File: src/rtl/spi_master_if.sv
// spi_master_if: host start/data/done handshake plus the four SPI pins of spi_master.
interface spi_master_if #(parameter int DATA_WIDTH = 8);
    logic                  start;
    logic [DATA_WIDTH-1:0] masterDataToSend;
    logic [DATA_WIDTH-1:0] masterDataReceived;
    logic                  busy;
    logic                  done;
    logic                  SCLK;
    logic                  CS;
    logic                  MOSI;
    logic                  MISO;
    modport master (
        input  start, masterDataToSend, MISO,
        output masterDataReceived, busy, done, SCLK, CS, MOSI
    );
    modport slave (
        output start, masterDataToSend, MISO,
        input  masterDataReceived, busy, done, SCLK, CS, MOSI
    );
endinterface

File: src/rtl/spi_master.sv
// spi_master: CPOL=0, LSB-first SPI initiator; one byte per start, CS framed, fully registered outputs.
module spi_master #(
    parameter int DATA_WIDTH = 8,
    parameter int CLK_DIV    = 2
) (
    input logic          clk,
    input logic          reset,
    spi_master_if.master bus
);
    typedef enum logic [2:0] {IDLE, SETUP, HIGH, LOW, HOLD} state_e;
    localparam int BW = $clog2(DATA_WIDTH + 1);
    localparam logic [BW-1:0] LAST_BIT = BW'(DATA_WIDTH - 1);
    localparam logic [8:0] DIV_M1  = 9'(CLK_DIV - 1);
    // HOLD spans the trailing SCLK-low half period plus the CS hold time
    localparam logic [8:0] HOLD_M1 = 9'(2 * CLK_DIV - 1);
    state_e                state_q, state_d;
    logic [8:0]            cnt_q, cnt_d;
    logic [BW-1:0]         bit_cnt_q, bit_cnt_d;
    logic [DATA_WIDTH-1:0] tx_q, tx_d, rx_q, rx_d, rdata_q, rdata_d;
    logic                  sclk_q, sclk_d, cs_q, cs_d, mosi_q, mosi_d;
    logic                  busy_q, busy_d, done_q, done_d;
    logic                  tick;
    always_comb begin
        tick      = cnt_q == ((state_q == HOLD) ? HOLD_M1 : DIV_M1);
        state_d   = state_q;
        cnt_d     = tick ? 9'd0 : cnt_q + 9'd1;
        bit_cnt_d = bit_cnt_q;
        tx_d      = tx_q;
        rx_d      = rx_q;
        rdata_d   = rdata_q;
        sclk_d    = sclk_q;
        cs_d      = cs_q;
        mosi_d    = mosi_q;
        busy_d    = busy_q;
        done_d    = 1'b0;
        case (state_q)
            IDLE: begin
                cnt_d = 9'd0;
                if (bus.start) begin
                    tx_d      = bus.masterDataToSend;
                    mosi_d    = bus.masterDataToSend[0];
                    cs_d      = 1'b0;
                    busy_d    = 1'b1;
                    bit_cnt_d = '0;
                    state_d   = SETUP;
                end
            end
            SETUP, LOW: begin
                if (tick) begin
                    sclk_d  = 1'b1;
                    state_d = HIGH;
                end
            end
            HIGH: begin
                if (tick) begin
                    sclk_d    = 1'b0;
                    rx_d      = {bus.MISO, rx_q[DATA_WIDTH-1:1]};
                    bit_cnt_d = bit_cnt_q + BW'(1);
                    if (bit_cnt_q != LAST_BIT) begin
                        tx_d    = tx_q >> 1;
                        mosi_d  = tx_q[1];
                        state_d = LOW;
                    end else begin
                        state_d = HOLD;
                    end
                end
            end
            HOLD: begin
                if (tick) begin
                    cs_d    = 1'b1;
                    mosi_d  = 1'b0;
                    busy_d  = 1'b0;
                    done_d  = 1'b1;
                    rdata_d = rx_q;
                    state_d = IDLE;
                end
            end
            default: state_d = IDLE;
        endcase
    end
    always_ff @(posedge clk) begin
        if (reset) begin
            state_q   <= IDLE;
            cnt_q     <= '0;
            bit_cnt_q <= '0;
            tx_q      <= '0;
            rx_q      <= '0;
            rdata_q   <= '0;
            sclk_q    <= 1'b0;
            cs_q      <= 1'b1;
            mosi_q    <= 1'b0;
            busy_q    <= 1'b0;
            done_q    <= 1'b0;
        end else begin
            state_q   <= state_d;
            cnt_q     <= cnt_d;
            bit_cnt_q <= bit_cnt_d;
            tx_q      <= tx_d;
            rx_q      <= rx_d;
            rdata_q   <= rdata_d;
            sclk_q    <= sclk_d;
            cs_q      <= cs_d;
            mosi_q    <= mosi_d;
            busy_q    <= busy_d;
            done_q    <= done_d;
        end
    end
    assign bus.SCLK               = sclk_q;
    assign bus.CS                 = cs_q;
    assign bus.MOSI               = mosi_q;
    assign bus.busy               = busy_q;
    assign bus.done               = done_q;
    assign bus.masterDataReceived = rdata_q;
endmodule

File: src/flat_wrapper.sv
// flat-port wrapper written by rule: the top's interface ports become plain ports
module spi_master_flat 
#(
    parameter int DATA_WIDTH = 8,
    parameter int CLK_DIV    = 2
)
  (clk, reset, bus_start, bus_masterDataToSend, bus_MISO, bus_masterDataReceived, bus_busy, bus_done, bus_SCLK, bus_CS, bus_MOSI);
  spi_master_if #(.DATA_WIDTH(DATA_WIDTH)) bus_i ();
  input logic clk;
  input logic reset;
  input wire logic [$bits(bus_i.start)-1:0] bus_start;
  input wire logic [$bits(bus_i.masterDataToSend)-1:0] bus_masterDataToSend;
  input wire logic [$bits(bus_i.MISO)-1:0] bus_MISO;
  output wire logic [$bits(bus_i.masterDataReceived)-1:0] bus_masterDataReceived;
  output wire logic [$bits(bus_i.busy)-1:0] bus_busy;
  output wire logic [$bits(bus_i.done)-1:0] bus_done;
  output wire logic [$bits(bus_i.SCLK)-1:0] bus_SCLK;
  output wire logic [$bits(bus_i.CS)-1:0] bus_CS;
  output wire logic [$bits(bus_i.MOSI)-1:0] bus_MOSI;
  assign bus_i.start = bus_start;
  assign bus_i.masterDataToSend = bus_masterDataToSend;
  assign bus_i.MISO = bus_MISO;
  assign bus_masterDataReceived = bus_i.masterDataReceived;
  assign bus_busy = bus_i.busy;
  assign bus_done = bus_i.done;
  assign bus_SCLK = bus_i.SCLK;
  assign bus_CS = bus_i.CS;
  assign bus_MOSI = bus_i.MOSI;
  spi_master #(.DATA_WIDTH(DATA_WIDTH), .CLK_DIV(CLK_DIV)) u_core (.clk(clk), .reset(reset), .bus(bus_i));
endmodule
File: config.mk
export PLATFORM = sky130hd
export DESIGN_NAME = spi_master_flat
export DESIGN_NICKNAME = d
export VERILOG_FILES = /design/src/rtl/spi_master_if.sv /design/src/rtl/spi_master.sv /design/src/flat_wrapper.sv
export SDC_FILE = /design/constraint.sdc
export NUM_CORES = 1
export LEC_CHECK = 0
export CAP_MARGIN = 20
export CORE_MARGIN = 5
export CORE_UTILIZATION = 54
export CTS_CLUSTER_SIZE = 25
export DETAILED_ROUTE_END_ITERATION = 8
export PLACE_DENSITY = 0.78
export SYNTH_ARGS = -nofsm -noshare
export SYNTH_HDL_FRONTEND = slang
export SYNTH_SLANG_ARGS = --single-unit
File: constraint.sdc
create_clock -name clk -period 2.2 [get_ports clk]
set_input_delay 0.22 -clock clk [delete_from_list [all_inputs] [get_ports clk]]
set_output_delay 0.22 -clock clk [all_outputs]
set_load 0.005 [all_outputs]
==> impl_metrics.csv <==
group,metric,value,unit
layout,layout_commonest_cell,"dfxtp_1",
synthesis,synthTopCellsByArea,"dfxtp_1 (45%), nand2_1 (6.9%), nor2_1 (4.8%)",
setup_path,crit_arrival,2.19,ns
synthesis,avgSynthCellArea,8.896,sq um
detailed_routing,routed_via_density,5.329,
clocking,path_clk_slew,0.12,ns
detailed_routing,vias,1556,
synthesis,synth_top_area_share,45.22,%
synthesis,ys_types,45,
global_routing,grt-busiest-layer,"met2",
power_and_ir_drop,p_leak,0.8979,nW
synthesis,syn_area,1948,sq um
detailed_routing,first_iter_violations,62,
synthesis,synthArstFlopShare,0,%
power_and_ir_drop,p_int,1.231,mW
global_routing,grt_util_met2,26.44,%
clocking,cts_setup_buffers,0,
sta,fin_crit_sh,88.43,%
sta,finalHoldViolCount,0,
die,pin_count,25,
power_and_ir_drop,clkPwrFrac,29.9,%
die,die_w,70.07,um
layout,mostFrequentLayoutCells,"dfxtp_1 (44), nand2_1 (36), nor2_1 (25), clkdlybuf4s50_1 (24), a21oi_1 (17)",
clocking,root_buffer,"clkbuf_4",
setup_path,required,2.45,ns
synthesis,synthFlopType,"dfxtp_1",
clocking,htreeDepth,2,
sta,max_slew.worst_pin.slew,0.5496,ns
place,placed_cells,284,
hold_path,holdCritStartpoint,"bus_MISO",
outcome,outcome,"finished clean",
layout,syn2layout_area_growth,19.40,%
global_routing,use_met3,5.308,%
power_and_ir_drop,swShare,27.49,%
global_routing,antenna_found_initial,0,
sta,setup_tns,0,ns
layout,fin_cells,292,
clocking,cts-resized-gates,0,
global_routing,met1_usage,20.34,%
layout,diodes,0,
setup_path,path_max_fanout,9,
detailed_routing,drt_pass1_iterations,4,
clocking,numCtsBuffers,5,
global_routing,grt_pass1_vias,1472,
setup_path,critPathCaptureType,"register",
global_routing,grt.total_usage,16.22,%
sta,finalSetupViolCount,0,
global_routing,overflow,0,
place,gp_routability_congestion,0.8485,
detailed_routing,drc,0,
sta,timing.final.crit_period,1.945,ns
synthesis,postSynthCellCount,219,
die,die_h,70.07,um
synthesis,yosysTopAreaCell,"dfxtp_1",
global_routing,grt_first_pass_wirelength,6596,um
sta,fin_skew,0.008750,ns
die,initial_core_util,57.03,%
place,port_buffers,24,
synthesis,synth-edff-count,0,
layout,drive_gt1_share,14.63,%
setup_path,critical_path.startpoint,"u_core.cnt_q[0]",
sta,slew_viol_final,0,
power_and_ir_drop,combPwrFrac,18.7,%
detailed_routing,postRouteAntennaNets,0,
sta,rsz0062_at_grt,"no",
setup_path,path_class,"register to register",
place,hpwl,2633,um
detailed_routing,wl,3675,um
clocking,cts_max_path_buffers,2,
power_and_ir_drop,ir_drop,0.4141,mV
layout,design_area,2326,sq um
clocking,cts_tree,"yes",
flow_run,maxCapViolations,0,
clocking,clock_sinks,44,
power_and_ir_drop,p_per_area,729.6,nW/um^2
setup_path,cp-start-kind,"register",
die,dieArea,4909,sq um
power_and_ir_drop,power_frac_seq,51.3,%
synthesis,ys_seq_area_share,45.22,%
layout,nets,259,
sta,slew_headroom,63.24,%
setup_path,reg2reg_from,"u_core.cnt_q[0]",
clocking,clk_latency,0.35,ns
clocking,ctsHoldBuffers,0,
die,rows,21,
place,dpl_cell_area,2242,sq um
sta,clock.fmax,514.0,MHz
die,core,3416,sq um
synthesis,synth_fp_nets,233,
detailed_routing,wire_per_inst,12.59,um
hold_path,min_path_type,"primary input to register",
global_routing,grt_max_degree,20,
power_and_ir_drop,p_sw,466.5,uW
synthesis,synth-seq-cells,44,
synthesis,yosysWarnings,0,
## critical path, stage by stage, from the launching register on
cell and delay (ns):
dfxtp_1 0.43, or4b_4 0.53, or4_1 0.69, nand2_1 0.13, a21oi_1 0.06
## final cells by class
type	instances	area, sq um
Clock inverter	3	46.29
Multi-Input combinational cell	156	977.2
Clock buffer	5	37.54
Sequential cell	44	880.8
Inverter	5	18.77
Tap cell	46	57.56
Timing Repair Buffer	33	307.8
Fill cell	280	1090
## synth_stat cells (2+ instances only)
master,n
dfxtp_1,44
nand2_1,36
nor2_1,25
a21oi_1,17
nand3_1,10
mux2i_1,9
buf_2,6
clkbuf_1,6
inv_1,5
xor2_1,5
a311oi_2,4
nor2_2,4
nor3_1,4
o21ai_0,3
or3_1,3
xnor2_1,3
a311oi_1,2
a31oi_1,2
and3_1,2
ha_1,2
nand3b_1,2
or3b_2,2
## per-stage QoR
step           util, %  power [mW]  worst slack (ns)  hold slack [ns]
5_1_grt          68.10       1.794            0.1028           0.4230
3_5_place_dp     65.64       1.208            0.2525           0.4509
4_1_cts          68.10       1.712            0.2323           0.4026
2_1_floorplan        -       1.118            0.3900           0.3605
6_report         68.10       1.697            0.2545           0.4108
3_3_place_gp     65.64       1.204            0.2730           0.4407
## kinds of logic after synthesis
kind of cell	share of synthesized area, %
AND/OR/NAND/NOR	25.05
XOR/XNOR	3.597
flip-flops	45.21
multiplexers	4.624
AO/OA/AOI/OAI	15.61
buffers and inverters	4.624
adder cells (fa/ha/maj)	1.284
## power groups by stage
stage | registers (mW) | clock network [mW] | logic, mW
final | 0.871 | 0.508 | 0.318
after global routing | 0.878 | 0.567 | 0.349
after CTS | 0.872 | 0.520 | 0.321
after detailed placement | 0.889 | 0 | 0.319
after global placement | 0.888 | 0 | 0.316
after floorplan | 0.878 | 0 | 0.240
## final timing paths
check                                      end  slack (ns)  cells after the start
worst max register to register  u_core.rx_q[6]        0.25                      4
worst min register to register  u_core.rx_q[0]        0.47                      2
worst max-delay path            u_core.rx_q[6]        0.25                      4
worst min-delay path            u_core.rx_q[7]        0.41                      3
## sequential cells by signal (all words and copies together), names as in the netlist
signal and cells:
u_core.tx_q 7, u_core.bus.busy 1, u_core.bus.MOSI 1, u_core.rx_q 8, u_core.bus.CS 1, u_core.state_q 3, u_core.bus.SCLK 1, u_core.cnt_q 9
u_core.bit_cnt_q 4, u_core.bus.done 1, u_core.bus.masterDataReceived 8
## routing by layer
layer | up-vias | wire length, um
met5 | - | 0
met4 | 0 | 41
met3 | 6 | 183
met2 | 25 | 1682
met1 | 711 | 1768
li1 | 814 | -
(Power assumes the default switching activity.)
